==> src/rtl/fsm_icache_nway_pkg.sv <==
// Shared definitions for the N-way instruction-cache control FSM:
// state encoding, AXI response codes and parameter-derived widths.
package cache_pkg;

    typedef enum logic [2:0] {
        ST_IDLE   = 3'd0,
        ST_LOOKUP = 3'd1,
        ST_MISS_A = 3'd2,
        ST_MISS   = 3'd3,
        ST_REFILL = 3'd4,
        ST_UNC_A  = 3'd5,
        ST_UNC_R  = 3'd6
    } state_e;

    localparam logic [1:0] RESP_OKAY   = 2'b00;
    localparam logic [1:0] RESP_EXOKAY = 2'b01;
    localparam logic [1:0] RESP_SLVERR = 2'b10;
    localparam logic [1:0] RESP_DECERR = 2'b11;

    function automatic int offs_w_f(input int line_words);
        return $clog2(line_words * 32'sd4);
    endfunction

    function automatic int way_w_f(input int ways);
        return (ways > 32'sd1) ? $clog2(ways) : 32'sd1;
    endfunction

    function automatic int idx_w_f(input int line_words);
        return (line_words > 32'sd1) ? $clog2(line_words) : 32'sd1;
    endfunction

    function automatic logic resp_is_err_f(input logic [1:0] resp);
        logic err;
        case (resp)
            RESP_OKAY, RESP_EXOKAY: err = 1'b0;
            RESP_SLVERR, RESP_DECERR: err = 1'b1;
            default: err = 1'b1;
        endcase
        return err;
    endfunction

endpackage

==> src/rtl/fsm_icache_nway_if.sv <==
// AXI read address/data channel signals between the cache controller
// (master) and the memory side (slave).
interface fsm_icache_nway_if #(
    parameter int ADDR_W = 32
);
    logic              i_arvalid;
    logic [ADDR_W-1:0] i_araddr;
    logic [7:0]        i_arlen;
    logic              i_arready;
    logic              i_rvalid;
    logic              i_rlast;
    logic [1:0]        i_rresp;
    logic              i_rready;

    modport master (
        output i_arvalid, i_araddr, i_arlen, i_rready,
        input  i_arready, i_rvalid, i_rlast, i_rresp
    );

    modport slave (
        input  i_arvalid, i_araddr, i_arlen, i_rready,
        output i_arready, i_rvalid, i_rlast, i_rresp
    );
endinterface

==> src/rtl/fsm_icache_nway_tracker.sv <==
// Refill beat counter and sticky bus-error flag; a burst whose RLAST does
// not land exactly on the final word is reported as an error.
module axi_beat_tracker
    import cache_pkg::*;
#(
    parameter int LINE_WORDS = 4,
    parameter int IDX_W      = idx_w_f(LINE_WORDS)
)(
    input  logic             clk,
    input  logic             rstn,
    input  logic             cnt_clr,
    input  logic             err_clr,
    input  logic             beat,
    input  logic             rlast,
    input  logic             resp_err,
    output logic [IDX_W-1:0] cnt,
    output logic             err
);

    localparam logic [IDX_W-1:0] LAST_IDX = IDX_W'(LINE_WORDS - 1);

    logic [IDX_W-1:0] cnt_q, cnt_d;
    logic             err_q, err_d;
    logic             at_last_s;
    logic             err_set_s;

    assign at_last_s = (cnt_q == LAST_IDX);
    assign err_set_s = beat && (resp_err || (rlast != at_last_s));

    // Next beat index (saturating) and error flag.
    always_comb begin
        cnt_d = cnt_q;
        err_d = err_q;
        if (cnt_clr) begin
            cnt_d = '0;
        end else if (beat && !at_last_s) begin
            cnt_d = cnt_q + IDX_W'(1);
        end else begin
            cnt_d = cnt_q;
        end
        if (err_clr) begin
            err_d = 1'b0;
        end else if (err_set_s) begin
            err_d = 1'b1;
        end else begin
            err_d = err_q;
        end
    end

    // Tracker state registers.
    always_ff @(posedge clk or negedge rstn) begin
        if (!rstn) begin
            cnt_q <= '0;
            err_q <= 1'b0;
        end else begin
            cnt_q <= cnt_d;
            err_q <= err_d;
        end
    end

    // The current beat's error is visible immediately so the last beat can decide.
    assign cnt = cnt_q;
    assign err = err_q | err_set_s;

endmodule

==> src/rtl/fsm_icache_nway.sv <==
// Control FSM of an N-way instruction cache: hit lookup, line refill over an
// AXI burst and single-beat uncached fetch. Outputs are decoded from state.
module fsm_icache_nway
    import cache_pkg::*;
#(
    parameter int  WAYS       = 2,
    parameter int  LINE_WORDS = 4,
    parameter int  ADDR_W     = 32,
    localparam int OFFS_W     = offs_w_f(LINE_WORDS),
    localparam int WAY_W      = way_w_f(WAYS),
    localparam int IDX_W      = idx_w_f(LINE_WORDS)
)(
    input  logic               clk,
    input  logic               rstn,
    input  logic               rvalid,
    input  logic               uncached,
    input  logic [ADDR_W-1:0]  addr,
    input  logic [WAYS-1:0]    hit,
    input  logic [WAY_W-1:0]   victim,
    fsm_icache_nway_if.master  axi,
    output logic               rready,
    output logic               rbuf_we,
    output logic               data_sel,
    output logic               fbuf_we,
    output logic [IDX_W-1:0]   fbuf_idx,
    output logic               fbuf_clear,
    output logic [WAYS-1:0]    mem_we,
    output logic [WAYS-1:0]    tagv_we,
    output logic               lru_update,
    output logic               miss_lru_update,
    output logic [WAY_W-1:0]   miss_way,
    output logic               rdata_valid,
    output logic               bus_err
);

    localparam logic [ADDR_W-1:0] LINE_MASK = {{(ADDR_W-OFFS_W){1'b1}}, {OFFS_W{1'b0}}};
    localparam logic [ADDR_W-1:0] WORD_MASK = {{(ADDR_W-2){1'b1}}, 2'b00};
    localparam logic [7:0]        REFILL_LEN = 8'(LINE_WORDS - 1);

    state_e            state_q, state_d;
    logic [WAY_W-1:0]  miss_way_q, miss_way_d;
    logic              trk_beat_s;
    logic              trk_cnt_clr_s;
    logic              trk_err_clr_s;
    logic              trk_err_s;
    logic [IDX_W-1:0]  trk_cnt_s;
    logic              resp_err_s;
    logic [WAYS-1:0]   miss_oh_s;
    logic [ADDR_W-1:0] line_addr_s;
    logic [ADDR_W-1:0] word_addr_s;

    function automatic logic [WAYS-1:0] way_onehot_f(input logic [WAY_W-1:0] way);
        logic [WAYS-1:0] oh;
        oh      = '0;
        oh[way] = 1'b1;
        return oh;
    endfunction

    assign line_addr_s = addr & LINE_MASK;
    assign word_addr_s = addr & WORD_MASK;
    assign resp_err_s  = resp_is_err_f(axi.i_rresp);
    assign miss_oh_s   = way_onehot_f(miss_way_q);

    // Beats only count while a refill burst is in flight; stray R beats elsewhere are ignored.
    assign trk_beat_s    = (state_q == ST_MISS) && axi.i_rvalid;
    assign trk_cnt_clr_s = (state_q == ST_MISS_A) && axi.i_arready;
    assign trk_err_clr_s = ((state_d == ST_MISS_A) && (state_q != ST_MISS_A)) ||
                           ((state_d == ST_UNC_A)  && (state_q != ST_UNC_A));

    axi_beat_tracker #(
        .LINE_WORDS (LINE_WORDS),
        .IDX_W      (IDX_W)
    ) u_tracker (
        .clk      (clk),
        .rstn     (rstn),
        .cnt_clr  (trk_cnt_clr_s),
        .err_clr  (trk_err_clr_s),
        .beat     (trk_beat_s),
        .rlast    (axi.i_rlast),
        .resp_err (resp_err_s),
        .cnt      (trk_cnt_s),
        .err      (trk_err_s)
    );

    // Next-state and output decode.
    always_comb begin
        state_d         = state_q;
        miss_way_d      = miss_way_q;
        rready          = 1'b0;
        rbuf_we         = 1'b0;
        data_sel        = 1'b0;
        fbuf_we         = 1'b0;
        fbuf_idx        = '0;
        fbuf_clear      = 1'b0;
        mem_we          = '0;
        tagv_we         = '0;
        lru_update      = 1'b0;
        miss_lru_update = 1'b0;
        miss_way        = '0;
        rdata_valid     = 1'b0;
        bus_err         = 1'b0;
        axi.i_arvalid   = 1'b0;
        axi.i_araddr    = '0;
        axi.i_arlen     = 8'd0;
        axi.i_rready    = 1'b0;

        case (state_q)
            ST_IDLE: begin
                rready     = 1'b1;
                rbuf_we    = 1'b1;
                fbuf_clear = 1'b1;
                data_sel   = 1'b1;
                if (rvalid) begin
                    state_d = uncached ? ST_UNC_A : ST_LOOKUP;
                end else begin
                    state_d = ST_IDLE;
                end
            end
            ST_LOOKUP: begin
                if (|hit) begin
                    rready     = 1'b1;
                    rbuf_we    = 1'b1;
                    lru_update = 1'b1;
                    fbuf_clear = 1'b1;
                    if (rvalid) begin
                        state_d = uncached ? ST_UNC_A : ST_LOOKUP;
                    end else begin
                        state_d = ST_IDLE;
                    end
                end else begin
                    miss_way_d = victim;
                    state_d    = ST_MISS_A;
                end
            end
            ST_MISS_A: begin
                axi.i_arvalid = 1'b1;
                axi.i_araddr  = line_addr_s;
                axi.i_arlen   = REFILL_LEN;
                if (axi.i_arready) begin
                    state_d = ST_MISS;
                end else begin
                    state_d = ST_MISS_A;
                end
            end
            ST_MISS: begin
                axi.i_rready = 1'b1;
                fbuf_we      = axi.i_rvalid;
                fbuf_idx     = trk_cnt_s;
                if (axi.i_rvalid && axi.i_rlast) begin
                    if (trk_err_s) begin
                        bus_err = 1'b1;
                        state_d = ST_IDLE;
                    end else begin
                        state_d = ST_REFILL;
                    end
                end else begin
                    state_d = ST_MISS;
                end
            end
            ST_REFILL: begin
                // An errored line never reaches here; the gate is a second line of defence.
                if (!trk_err_s) begin
                    mem_we  = miss_oh_s;
                    tagv_we = miss_oh_s;
                end else begin
                    mem_we  = '0;
                    tagv_we = '0;
                end
                miss_lru_update = 1'b1;
                miss_way        = miss_way_q;
                rdata_valid     = 1'b1;
                state_d         = ST_IDLE;
            end
            ST_UNC_A: begin
                axi.i_arvalid = 1'b1;
                axi.i_araddr  = word_addr_s;
                axi.i_arlen   = 8'd0;
                if (axi.i_arready) begin
                    state_d = ST_UNC_R;
                end else begin
                    state_d = ST_UNC_A;
                end
            end
            ST_UNC_R: begin
                axi.i_rready = 1'b1;
                data_sel     = 1'b1;
                if (axi.i_rvalid) begin
                    rdata_valid = !resp_err_s;
                    bus_err     = resp_err_s;
                    state_d     = ST_IDLE;
                end else begin
                    state_d = ST_UNC_R;
                end
            end
            default: begin
                rready     = 1'b1;
                rbuf_we    = 1'b1;
                fbuf_clear = 1'b1;
                data_sel   = 1'b1;
                state_d    = ST_IDLE;
            end
        endcase
    end

    // State and refill-way registers.
    always_ff @(posedge clk or negedge rstn) begin
        if (!rstn) begin
            state_q    <= ST_IDLE;
            miss_way_q <= '0;
        end else begin
            state_q    <= state_d;
            miss_way_q <= miss_way_d;
        end
    end

endmodule

==> src/flat_wrapper.sv <==
// flat-port wrapper written by rule: the top's interface ports become plain ports
module fsm_icache_nway_flat import cache_pkg::*;
#(
    parameter int  WAYS       = 2,
    parameter int  LINE_WORDS = 4,
    parameter int  ADDR_W     = 32,
    localparam int OFFS_W     = offs_w_f(LINE_WORDS),
    localparam int WAY_W      = way_w_f(WAYS),
    localparam int IDX_W      = idx_w_f(LINE_WORDS)
)
  (clk, rstn, rvalid, uncached, addr, hit, victim, rready, rbuf_we, data_sel, fbuf_we, fbuf_idx, fbuf_clear, mem_we, tagv_we, lru_update, miss_lru_update, miss_way, rdata_valid, bus_err, axi_i_arvalid, axi_i_araddr, axi_i_arlen, axi_i_rready, axi_i_arready, axi_i_rvalid, axi_i_rlast, axi_i_rresp);
  fsm_icache_nway_if #(.ADDR_W(ADDR_W)) axi_i ();
  input  logic clk;
  input  logic rstn;
  input  logic rvalid;
  input  logic uncached;
  input  logic [ADDR_W-1:0] addr;
  input  logic [WAYS-1:0] hit;
  input  logic [WAY_W-1:0] victim;
  output logic rready;
  output logic rbuf_we;
  output logic data_sel;
  output logic fbuf_we;
  output logic [IDX_W-1:0] fbuf_idx;
  output logic fbuf_clear;
  output logic [WAYS-1:0] mem_we;
  output logic [WAYS-1:0] tagv_we;
  output logic lru_update;
  output logic miss_lru_update;
  output logic [WAY_W-1:0] miss_way;
  output logic rdata_valid;
  output logic bus_err;
  output wire logic [$bits(axi_i.i_arvalid)-1:0] axi_i_arvalid;
  output wire logic [$bits(axi_i.i_araddr)-1:0] axi_i_araddr;
  output wire logic [$bits(axi_i.i_arlen)-1:0] axi_i_arlen;
  output wire logic [$bits(axi_i.i_rready)-1:0] axi_i_rready;
  input wire logic [$bits(axi_i.i_arready)-1:0] axi_i_arready;
  input wire logic [$bits(axi_i.i_rvalid)-1:0] axi_i_rvalid;
  input wire logic [$bits(axi_i.i_rlast)-1:0] axi_i_rlast;
  input wire logic [$bits(axi_i.i_rresp)-1:0] axi_i_rresp;
  assign axi_i_arvalid = axi_i.i_arvalid;
  assign axi_i_araddr = axi_i.i_araddr;
  assign axi_i_arlen = axi_i.i_arlen;
  assign axi_i_rready = axi_i.i_rready;
  assign axi_i.i_arready = axi_i_arready;
  assign axi_i.i_rvalid = axi_i_rvalid;
  assign axi_i.i_rlast = axi_i_rlast;
  assign axi_i.i_rresp = axi_i_rresp;
  fsm_icache_nway #(.WAYS(WAYS), .LINE_WORDS(LINE_WORDS), .ADDR_W(ADDR_W)) u_core (.clk(clk), .rstn(rstn), .rvalid(rvalid), .uncached(uncached), .addr(addr), .hit(hit), .victim(victim), .axi(axi_i), .rready(rready), .rbuf_we(rbuf_we), .data_sel(data_sel), .fbuf_we(fbuf_we), .fbuf_idx(fbuf_idx), .fbuf_clear(fbuf_clear), .mem_we(mem_we), .tagv_we(tagv_we), .lru_update(lru_update), .miss_lru_update(miss_lru_update), .miss_way(miss_way), .rdata_valid(rdata_valid), .bus_err(bus_err));
endmodule
==> config.mk <==
export PLATFORM = sky130hd
export DESIGN_NAME = fsm_icache_nway_flat
export DESIGN_NICKNAME = d
export VERILOG_FILES = /design/src/rtl/fsm_icache_nway_pkg.sv /design/src/rtl/fsm_icache_nway_if.sv /design/src/rtl/fsm_icache_nway_tracker.sv /design/src/rtl/fsm_icache_nway.sv /design/src/flat_wrapper.sv
export SDC_FILE = /design/constraint.sdc
export NUM_CORES = 1
export LEC_CHECK = 0
export BUFFER_PORTS_ARGS = -buffer_cell sky130_fd_sc_hd__buf_2
export CAP_MARGIN = 20
export CORE_UTILIZATION = 37
export DETAILED_ROUTE_END_ITERATION = 6
export GPL_ROUTABILITY_DRIVEN = 0
export HOLD_SLACK_MARGIN = 0.05
export PLACE_DENSITY = 0.94
export SLEW_MARGIN = 10
export SYNTH_ARGS = -nofsm -noshare
export SYNTH_HDL_FRONTEND = slang
export SYNTH_SLANG_ARGS = --single-unit
==> constraint.sdc <==
create_clock -name clk -period 2.63 [get_ports clk]
set_input_delay 0.263 -clock clk [delete_from_list [all_inputs] [get_ports clk]]
set_output_delay 0.263 -clock clk [all_outputs]
set_load 0.05 [all_outputs]
==> impl_results.md <==
- Int Pwr: 0.6121 mW
- Synth Flop Type: dfrtp_1
- Register area share after synthesis: 19.00%
- Flops & latches, synth: 7
- Peak supply drop: 760.5 uV
- Antenna Nets Post-Route: 0
- Largest net degree at the start of global routing: 30
- TritonCTS clock tree: done
- Post-Syn Area per Cell: 7.749 um^2
- Wire length on met1: 1000 um
- Area grow syn2layout: 47.76%
- Final nets: 250
- Layout cells sized above 1: 51.47%
- Crit path required time: 2.37 ns
- First-pass GRT wire length: 3884 um
- Most frequent cells in the layout: buf_2 (90), nor2b_1 (29), nand2_1 (9), conb_1 (8), dfrtp_1 (7)
- Async set or reset register ratio after synthesis: 100.0%
- Post-synth top area share: 19.67%
- Post-layout util: 59.87%
- Startpoint Class: flop
- CP top delay family: buffers and inverters
- Synth area leaders: nor2b_1 (20%), dfrtp_1 (19%), buf_4 (15%), nand2_1 (3.7%), o211ai_1 (3.3%)
- CP Class: flop to output pin
- Fmax: 0.4350 GHz
- Max-slew violation count: 0
- CP arrival: 2.04 ns
- Number of global-route vias before repair: 924
- Via density: 4.767
- Setup Viol. Count Final: 0
- Placed insts: 226
- Die extent in x: 51.92 um
- Crit-path slowest cell: dfrtp_1
- Final period util: 87.42%
- Met3 routed WL: 215 um
- Max stage delay on crit path: 0.54 ns
- DRC viols: 0
- Vias: 1106
- Post-route design area: 1363 um^2
- Starting Density: 40.52%
- Sequential power share: 11.0%
- Initial antenna violation count: 0
- Worst skew pair latency: 0.25 ns
- Clk root buf: clkbuf_4
- Cells after synthesis: 119
- Status: completed
- Antenna cell count: 0
- Core box area: 2276 um^2
- Uppermost layer routed: met4
- Yosys top cell by area: nor2b_1
- H-tree levels: 1
- Detailed Route Iter0 Violations: 15
- Worst Skew: 0.0004525 ns
- Combinational group share of total power: 84.0%
- Worst Path Max Fanout: 10
- Reg2reg setup slack: 1.05 ns
- YS warnings: 0
- Clock transition at path regs: 0.05 ns
- Total track usage: 18.88%
- Post-CTS setup buffer count: 0
- Post-DP HPWL: 2210 um
- Die H: 51.92 um
- Synth Cell Area: 922.1 um^2
- WL met2: 1400 um
- Global route total overflow: 0
- Clock buffer count from CTS: 3
- Post-layout min period: 2.299 ns
- MaxCap Viol Count: 0
- Rows: 17
- Area of the multi-input gates: 616.8 um^2
- Seq. cell area: 175.2 um^2
- Switching fraction of total power: 69.07%
- PwrDens: 1453 nW/um^2
- Nature of the critical path endpoint: output pin
- Port bufs: 90
- Post-synth EDFFs: 0
- Final Hold Fails: 0
- Fin cells: 232
- Clk sink count: 7
- Post_cts resized: 0
- WL/cell: 11.32 um
- Psw: 1.367 mW
- Final TNS setup: 0 ns
- Commonest non-fill, non-tap cell in the layout: buf_2
- Crit-path cells: buf_4 > nand4b_1 > inv_1 > o2bb2ai_2 > nor3b_2 > buf_2
- Hold Slack: 0.2495 ns
- Unrepaired setup endpoints after global routing: false
- CTS Buffer Depth: 2
- Post-DP Area: 1315 um^2
- Hold crit path type: input port to flop
- Lkg Pwr: 0.8196 nW
- DIE AREA: 2696 um^2
- DRT Pass-1 Iters: 4
- Fill count: 234
- WL final: 2627 um
- Synth cell types: 37
- Buf/Inv on CP: 3
- # IOs: 102
- Clock share of power: 5.0%
area by class of cell:
class                      count  area share, %
clock buffer                   4          1.928
inverter                       4          1.102
multi-input combinational     94          45.27
sequential                     7          12.86
tap                           28          2.571
timing repair buffer          95          36.27
through the flow:
step | power (mW) | setup WS, ns
floorplan | 1.608 | -0.02883
global placement | 1.840 | 0.4641
detailed placement | 1.866 | 0.4270
CTS | 1.971 | 0.1446
global route | 2.098 | 0.1565
finish | 1.979 | 0.3310
synthesized netlist by cell type, types with 2 or more instances:
master    number
and2_1         3
and3_1         4
buf_2          3
buf_4         18
dfrtp_1        7
inv_1          4
nand2_1        9
nand3_1        4
nand3b_1       2
nor2_1         4
nor2b_1       29
nor3b_1        3
o211ai_1       4
o21ai_0        2
timing repair:
action,CTS,global route
endpoints found under the setup margin,0,0
endpoints found under the hold margin,7,0
hold buffers,1,0
state kept, by name, indices dropped and copies added, names as in the netlist:
signal / flops
u_core.state_q: 3
u_core.u_tracker.err_q: 1
u_core.miss_way_q: 1
u_core.u_tracker.cnt: 2
per-layer routing:
layer | vias to the layer above | GRT usage [%]
met5 | - | 0
met3 | 2 | 2.632
met1 | 500 | 21.13
met2 | 55 | 36.11
met4 | 0 | 5.405
li1 | 549 | -
cell families (layout without fill, tap and decap cells):
family	Yosys count	in the layout	share of synthesized area, %
compound gates	12	12	10.31
xor+xnor	2	2	1.900
fa+ha+maj	1	1	1.357
buf+inv	25	103	17.91
flops	7	7	19.00
mux	1	1	1.221
other cells	1	8	0.4067
simple gates	70	70	47.90
worst paths after layout:
path | endpoint | cells past startpoint | start
max | mem_we[0] | 6 | u_core.state_q[2]
min reg2reg | u_core.u_tracker.cnt[0] | 1 | u_core.u_tracker.cnt[0]
max reg2reg | u_core.miss_way_q | 4 | u_core.state_q[1]
max in group asynchronous | u_core.u_tracker.err_q | 2 | rstn
min in group asynchronous | u_core.state_q[1] | 2 | rstn
min | u_core.miss_way_q | 2 | victim
power groups by stage:
stage	Combinational [mW]	Clock, mW	Sequential (mW)
floorplan	1.43	0	0.179
global placement	1.63	0	0.214
detailed placement	1.65	0	0.218
CTS	1.65	0.104	0.216
global route	1.76	0.113	0.224
finish	1.66	0.0995	0.217
(Power assumes the default switching activity.)
